<file path="src/rtl/fifo_frame_reader_if.sv">
// rtl/fifo_frame_reader_if.sv - sample stream from the frame reader to the FFT/FIR stage
interface fifo_frame_reader_if #(
  parameter int DATA_WIDTH = 32
);
  logic [DATA_WIDTH-1:0] m_data;
  logic                  m_valid;
  logic                  m_ready;
  logic                  m_last;

  modport master (output m_data, output m_valid, output m_last, input m_ready);
  modport slave  (input m_data, input m_valid, input m_last, output m_ready);
endinterface

</file>
<file path="src/rtl/fifo_frame_reader.sv">
// rtl/fifo_frame_reader.sv - drains the sample FIFO into fixed-length frames; FIFO_FRAME_READER_FILL_GATE_EN holds each frame until fully resident
module fifo_frame_reader #(
  parameter int DATA_WIDTH  = 32,
  parameter int LEVEL_WIDTH = 11,
  parameter int RD_LATENCY  = 1,
  parameter int FRAME_LEN   = 1024,
  parameter int FCNT_WIDTH  = 16
) (
  input  logic                   rd_clk,
  input  logic                   rd_rst_n,
  input  logic [DATA_WIDTH-1:0]  fifo_rd_data,
  input  logic                   fifo_rd_empty,
  input  logic [LEVEL_WIDTH-1:0] fifo_rd_water_level,
  output logic                   fifo_rd_en,
  fifo_frame_reader_if.master    m_if,
  output logic [FCNT_WIDTH-1:0]  frame_cnt,
  output logic                   busy
);
  localparam int BUF_DEPTH = RD_LATENCY + 2;
  localparam int PTR_W     = $clog2(BUF_DEPTH);
  localparam int CNT_W     = $clog2(BUF_DEPTH + 1);
  localparam int INF_W     = CNT_W + 1;
  localparam logic [LEVEL_WIDTH-1:0] FRAME_LEN_L = LEVEL_WIDTH'(FRAME_LEN);
  localparam logic [LEVEL_WIDTH-1:0] LAST_IDX    = LEVEL_WIDTH'(FRAME_LEN - 1);
  localparam logic [PTR_W-1:0]       PTR_MAX     = PTR_W'(BUF_DEPTH - 1);

  typedef enum logic {IDLE, STREAM} state_e;

  state_e                 state_q, state_d;
  logic [LEVEL_WIDTH-1:0] issued_q, issued_d;
  logic [LEVEL_WIDTH-1:0] sent_q, sent_d;
  logic [RD_LATENCY-1:0]  pipe_q, pipe_d;
  logic [DATA_WIDTH-1:0]  mem_q [BUF_DEPTH];
  logic [DATA_WIDTH-1:0]  mem_d [BUF_DEPTH];
  logic [PTR_W-1:0]       wr_ptr_q, wr_ptr_d, rd_ptr_q, rd_ptr_d;
  logic [CNT_W-1:0]       count_q, count_d;
  logic [FCNT_WIDTH-1:0]  frame_cnt_q, frame_cnt_d;
  logic [INF_W-1:0]       inflight;
  logic                   start, push, pop;

`ifdef FIFO_FRAME_READER_FILL_GATE_EN
  assign start = fifo_rd_water_level >= FRAME_LEN_L;
`else
  logic unused_level;
  assign unused_level = ^fifo_rd_water_level;
  assign start = ~fifo_rd_empty;
`endif

  assign frame_cnt = frame_cnt_q;
  assign busy      = (state_q == STREAM);

  always_comb begin
    state_d     = state_q;
    issued_d    = issued_q;
    sent_d      = sent_q;
    frame_cnt_d = frame_cnt_q;
    wr_ptr_d    = wr_ptr_q;
    rd_ptr_d    = rd_ptr_q;
    count_d     = count_q;
    mem_d       = mem_q;

    // Reads still in the latency pipe already own a buffer slot.
    inflight = INF_W'(count_q);
    for (int i = 0; i < RD_LATENCY; i++) begin
      if (pipe_q[i]) inflight = inflight + INF_W'(1);
    end

    fifo_rd_en = (state_q == STREAM) & ~fifo_rd_empty & (issued_q < FRAME_LEN_L)
               & (inflight < INF_W'(BUF_DEPTH));
    pipe_d     = (pipe_q << 1) | RD_LATENCY'(fifo_rd_en);

    m_if.m_valid = (count_q != '0);
    m_if.m_data  = mem_q[rd_ptr_q];
    m_if.m_last  = m_if.m_valid & (sent_q == LAST_IDX);

    push = pipe_q[RD_LATENCY-1];
    pop  = m_if.m_valid & m_if.m_ready;

    if (fifo_rd_en) issued_d = issued_q + LEVEL_WIDTH'(1);

    if (push) begin
      mem_d[wr_ptr_q] = fifo_rd_data;
      wr_ptr_d = (wr_ptr_q == PTR_MAX) ? '0 : wr_ptr_q + PTR_W'(1);
    end
    if (pop) rd_ptr_d = (rd_ptr_q == PTR_MAX) ? '0 : rd_ptr_q + PTR_W'(1);

    if (push && !pop)      count_d = count_q + CNT_W'(1);
    else if (!push && pop) count_d = count_q - CNT_W'(1);

    if (state_q == IDLE && start) state_d = STREAM;

    if (pop) begin
      if (m_if.m_last) begin
        sent_d      = '0;
        issued_d    = '0;
        frame_cnt_d = frame_cnt_q + FCNT_WIDTH'(1);
        state_d     = IDLE;
      end else begin
        sent_d = sent_q + LEVEL_WIDTH'(1);
      end
    end
  end

  always_ff @(posedge rd_clk or negedge rd_rst_n) begin
    if (!rd_rst_n) begin
      state_q     <= IDLE;
      issued_q    <= '0;
      sent_q      <= '0;
      pipe_q      <= '0;
      wr_ptr_q    <= '0;
      rd_ptr_q    <= '0;
      count_q     <= '0;
      frame_cnt_q <= '0;
      for (int i = 0; i < BUF_DEPTH; i++) mem_q[i] <= '0;
    end else begin
      state_q     <= state_d;
      issued_q    <= issued_d;
      sent_q      <= sent_d;
      pipe_q      <= pipe_d;
      wr_ptr_q    <= wr_ptr_d;
      rd_ptr_q    <= rd_ptr_d;
      count_q     <= count_d;
      frame_cnt_q <= frame_cnt_d;
      mem_q       <= mem_d;
    end
  end
endmodule

</file>
<file path="src/flat_wrapper.sv">
// flat-port wrapper written by rule: the top's interface ports become plain ports
module fifo_frame_reader_flat 
#(
  parameter int DATA_WIDTH  = 32,
  parameter int LEVEL_WIDTH = 11,
  parameter int RD_LATENCY  = 1,
  parameter int FRAME_LEN   = 1024,
  parameter int FCNT_WIDTH  = 16
)
  (rd_clk, rd_rst_n, fifo_rd_data, fifo_rd_empty, fifo_rd_water_level, fifo_rd_en, frame_cnt, busy, m_if_m_data, m_if_m_valid, m_if_m_last, m_if_m_ready);
  fifo_frame_reader_if #(.DATA_WIDTH(DATA_WIDTH)) m_if_i ();
  input  logic rd_clk;
  input  logic rd_rst_n;
  input  logic [DATA_WIDTH-1:0] fifo_rd_data;
  input  logic fifo_rd_empty;
  input  logic [LEVEL_WIDTH-1:0] fifo_rd_water_level;
  output logic fifo_rd_en;
  output logic [FCNT_WIDTH-1:0] frame_cnt;
  output logic busy;
  output wire logic [$bits(m_if_i.m_data)-1:0] m_if_m_data;
  output wire logic [$bits(m_if_i.m_valid)-1:0] m_if_m_valid;
  output wire logic [$bits(m_if_i.m_last)-1:0] m_if_m_last;
  input wire logic [$bits(m_if_i.m_ready)-1:0] m_if_m_ready;
  assign m_if_m_data = m_if_i.m_data;
  assign m_if_m_valid = m_if_i.m_valid;
  assign m_if_m_last = m_if_i.m_last;
  assign m_if_i.m_ready = m_if_m_ready;
  fifo_frame_reader #(.DATA_WIDTH(DATA_WIDTH), .LEVEL_WIDTH(LEVEL_WIDTH), .RD_LATENCY(RD_LATENCY), .FRAME_LEN(FRAME_LEN), .FCNT_WIDTH(FCNT_WIDTH)) u_core (.rd_clk(rd_clk), .rd_rst_n(rd_rst_n), .fifo_rd_data(fifo_rd_data), .fifo_rd_empty(fifo_rd_empty), .fifo_rd_water_level(fifo_rd_water_level), .fifo_rd_en(fifo_rd_en), .m_if(m_if_i), .frame_cnt(frame_cnt), .busy(busy));
endmodule
</file>
<file path="config.mk">
export PLATFORM = sky130hd
export DESIGN_NAME = fifo_frame_reader_flat
export DESIGN_NICKNAME = d
export VERILOG_FILES = /design/src/rtl/fifo_frame_reader_if.sv /design/src/rtl/fifo_frame_reader.sv /design/src/flat_wrapper.sv
export SDC_FILE = /design/constraint.sdc
export NUM_CORES = 1
export LEC_CHECK = 0
export ABC_AREA = 1
export BUFFER_PORTS_ARGS = -buffer_cell sky130_fd_sc_hd__buf_2
export CAP_MARGIN = 20
export CORE_ASPECT_RATIO = 1.1
export CORE_MARGIN = 2
export CORE_UTILIZATION = 44
export DETAILED_ROUTE_END_ITERATION = 8
export PLACE_DENSITY_LB_ADDON = 0.05
export REMOVE_ABC_BUFFERS = 1
export SYNTH_ARGS = -nofsm -noshare
export SYNTH_HDL_FRONTEND = slang
export SYNTH_SLANG_ARGS = --single-unit
</file>
<file path="constraint.sdc">
create_clock -name rd_clk -period 2.78 [get_ports rd_clk]
set_input_delay 0.139 -clock rd_clk [delete_from_list [all_inputs] [get_ports rd_clk]]
set_output_delay 0.139 -clock rd_clk [all_outputs]
set_load 0.01 [all_outputs]
</file>
==> flow_summary.rst <==
.. list-table::
   :header-rows: 1

   * - Metric
     - Value
   * - Remaining routing DRC violations
     - 0
   * - Final hold violations
     - 0
   * - Switching pwr
     - 0.00315 W
   * - Placeable core area
     - 14,500 µm²
   * - Fin nets
     - 919
   * - Clock sinks
     - 142
   * - Total power density per cell area
     - 1100 nW/µm²
   * - Standard cell area after detailed placement
     - 7220 µm²
   * - Part of the Yosys area used for sequential elements
     - 54.1%
   * - Signal arrival time at the worst endpoint
     - 2.04 ns
   * - Vert. Die Dim
     - 132 µm
   * - Clock slew at reported path FFs
     - 0.05 ns
   * - Inserted Diodes
     - 0
   * - Reg power frac
     - 39.8%
   * - DIE WIDTH
     - 121 µm
   * - Final weighted congestion in routability-driven placement
     - 0.774
   * - Min-delay worst type
     - in -> reg
   * - Worst voltage drop across the vdd grid
     - 452 µV
   * - Combinational group share of total power
     - 34.0%
   * - First-pass DRT Iterations
     - 5
   * - Max capacitance violation total
     - 0
   * - Total congestion overflow
     - 0
   * - Initial Utilization
     - 45.3%
   * - Final count of pins violating max slew
     - 0
   * - Switching share of power
     - 36.5%
   * - Number of non-filler instances in the completed layout
     - 1,070
   * - Average wire per standard cell
     - 13.6 µm
   * - Most used cells in the layout excluding fill and tap cells
     - sky130_fd_sc_hd__nand2_1, sky130_fd_sc_hd__dfrtp_1, sky130_fd_sc_hd__o21ai_0, sky130_fd_sc_hd__buf_2, sky130_fd_sc_hd__inv_1
   * - Number of distinct library cell variants in the gate-level netlist after synthesis
     - 32
   * - All-Layer GR Usage
     - 19.6%
   * - Detail Placement HPWL
     - 9580 µm
   * - Via count of the first global-routing pass
     - 5,174
   * - Initial DRC count
     - 335
   * - Slew at the pin closest to its max-slew limit
     - 0.664 ns
   * - Static power due to leakage
     - 4.12 nW
   * - Full die area
     - 15,900 µm²
   * - Critical path capture point type
     - output port
   * - Total vias in the final route
     - 5,344
   * - Most used flip-flop cell after synthesis
     - sky130_fd_sc_hd__dfrtp_1
   * - Routed via count divided by cell count
     - 4.99
   * - Post-Route Skew
     - 0.00505 ns
   * - Crit Path Class
     - reg -> out
   * - Synth async-reset ratio
     - 100%
   * - H-tree lvl count
     - 4
   * - Latest clock arrival within the worst-skew pair
     - 0.41 ns
   * - Number of buffers between clock root and the deepest sink
     - 2
   * - Top-level port count
     - 99
   * - Number of antenna violations at the first check in global routing
     - 0
   * - Synth-to-Final Area Change
     - 19.3%
   * - Max Clk Rate
     - 0.459 GHz
   * - Number of routed nets with antenna violations
     - 0
   * - CTS root buf
     - sky130_fd_sc_hd__clkbuf_16
   * - Max Fanout on Critical Path
     - 18
   * - Final worst-path cycle share
     - 78.3%
   * - Setup repair after global routing missed its margin
     - false
   * - Number of failing setup endpoints in the final timing report
     - 0
   * - Number of cells produced by synthesis
     - 780
   * - Proportion of power drawn by the clock network
     - 26.1%
   * - Yosys warning total
     - 0
   * - Post-layout instance area
     - 7840 µm²
   * - Detailed-route wire length
     - 14,500 µm
   * - Number of buffers inserted by port buffering
     - 87
   * - Internal power of the cells
     - 0.00548 W
   * - Fraction of final layout cells sized beyond drive strength 1
     - 18.0%
   * - Category of the worst setup path launch point
     - flip-flop
   * - Post-synth EDFFs
     - 0
   * - Std cell rows
     - 46
   * - Power Total
     - 0.00863 W
   * - Global-route wire length before repair
     - 25,000 µm
   * - Worst endpoint required time
     - 2.64 ns
   * - Filler cell count
     - 1,370
   * - Cell Count Post-Placement
     - 1,037
   * - TritonCTS clock tree
     - yes
   * - Result of the run
     - finished clean
   * - Relative slew slack
     - 55.7%
   * - Reg2Reg Setup Slack
     - 0.64 ns
   * - Number of clock buffers inserted by TritonCTS
     - 17
   * - Area of the mapped netlist
     - 6570 µm²
   * - Synth Register Bits
     - 142
   * - Syn_area_per_cell
     - 8.42 µm²
   * - Period minus WS final
     - 2.18 ns
   * - Post-CTS Resized
     - 0
   * - Maximum number of pins on one net before global-route repair
     - 74
   * - Most frequent standard cell in the layout excluding fill and tap cells
     - sky130_fd_sc_hd__nand2_1
   * - Setup TNS
     - 0 ns
cell families (layout without fill, tap and decap cells):
group,after synthesis,count (layout),synth area share (%)
buffers and inverters,110,208,6.65
AND/OR/NAND/NOR,363,363,23.6
AO/OA/AOI/OAI,141,141,11.6
adder cells (fa/ha/maj),6,6,1.14
XOR/XNOR,18,18,2.86
flip-flops,142,142,54.1
metal layers:
metal	global-route usage (%)	wire length, µm	share of wire (%)
met5	0	0	0
met4	6.59	178	1.2
met3	4.15	683	4.7
met2	32.3	7160	49
met1	25.9	6500	45
worst paths after layout:
check | start | endpoint | cells after the start
min in group asynchronous | rd_rst_n | u_core.mem_q[82] | 2
worst max-delay path | u_core.rd_ptr_q[1] | m_if_m_data[24] | 6
worst max register to register | u_core.count_q[0] | u_core.frame_cnt[10] | 9
worst min register to register | u_core.mem_q[0] | u_core.mem_q[0] | 2
max in group asynchronous | rd_rst_n | u_core.issued_q[6] | 3
worst min-delay path | fifo_rd_data[9] | u_core.mem_q[9] | 3
area by class of cell:
type	instances	area (µm²)	share of cell area, %
multi-input combinational	528	2620	33.4
clock inverter	5	77.6	0.990
sequential	142	3550	45.3
timing repair buffer	99	537	6.85
tap	192	240	3.06
clock buffer	26	519	6.62
inverter	78	295	3.77
through the flow:
step / setup WS, ns / hold slack [ns] / utilization (%)
floorplan: 0.851 / -0.157 / -
global placement: 0.697 / 0.190 / 49.8
detailed placement: 0.650 / 0.196 / 49.8
CTS: 0.556 / 0.000418 / 54.0
finish: 0.603 / 0.0109 / 54.0
global route: 0.452 / 0.0157 / 54.0
flip-flops by register name, indices dropped and copies added, names as in the netlist:
name	flops
u_core.mem_q	96
u_core.frame_cnt	16
u_core.issued_q	11
u_core.sent_q	11
u_core.count_q	2
u_core.rd_ptr_q	2
u_core.wr_ptr_q	2
u_core.busy	1
u_core.pipe_q	1
power by group through the flow:
stage / clock, W / sequential (W) / combinational, W
6_report: 0.00225 / 0.00344 / 0.00294
2_1_floorplan: 0 / 0.00333 / 0.00194
3_3_place_gp: 0 / 0.00341 / 0.00288
3_5_place_dp: 0 / 0.00346 / 0.00297
5_1_grt: 0.00241 / 0.00355 / 0.00339
4_1_cts: 0.00231 / 0.00343 / 0.00298
worst max-delay path: stages, from the launching register on:
cell	delay [ns]
sky130_fd_sc_hd__dfrtp_1	0.45
sky130_fd_sc_hd__inv_1	0.12
sky130_fd_sc_hd__nor2_4	0.46
sky130_fd_sc_hd__buf_4	0.30
sky130_fd_sc_hd__nand2_1	0.07
sky130_fd_sc_hd__nand3_1	0.09
sky130_fd_sc_hd__buf_2	0.14
timing repair:
action / CTS / global route
hold buffers: 2 / 0
buffers inserted: 0 / 0
endpoints found under the setup margin: 0 / 0
endpoints found under the hold margin: 71 / 0
cell usage after synthesis, types with 3 or more instances:
| cell type | number | share of area (%) |
|---|---|---|
| sky130_fd_sc_hd__a21oi_1 | 8 | 0.61 |
| sky130_fd_sc_hd__nor2_1 | 35 | 2.0 |
| sky130_fd_sc_hd__a22oi_1 | 21 | 2.4 |
| sky130_fd_sc_hd__nand3_1 | 30 | 2.3 |
| sky130_fd_sc_hd__o21ai_0 | 108 | 8.2 |
| sky130_fd_sc_hd__nand2_1 | 265 | 15 |
| sky130_fd_sc_hd__dfrtp_1 | 142 | 54 |
| sky130_fd_sc_hd__nor2_4 | 5 | 0.86 |
| sky130_fd_sc_hd__nor3_1 | 5 | 0.38 |
| sky130_fd_sc_hd__nand3b_1 | 3 | 0.34 |
| sky130_fd_sc_hd__xor2_1 | 8 | 1.1 |
| sky130_fd_sc_hd__clkbuf_1 | 23 | 1.3 |
| sky130_fd_sc_hd__nand2_4 | 4 | 0.69 |
| sky130_fd_sc_hd__inv_1 | 71 | 4.1 |
| sky130_fd_sc_hd__nand4_1 | 8 | 0.76 |
| sky130_fd_sc_hd__xnor2_1 | 6 | 0.80 |
| sky130_fd_sc_hd__nand2_2 | 3 | 0.29 |
| sky130_fd_sc_hd__buf_2 | 5 | 0.38 |
| sky130_fd_sc_hd__ha_1 | 6 | 1.1 |
| sky130_fd_sc_hd__inv_2 | 6 | 0.34 |
Power figures use the tool's default switching activity.
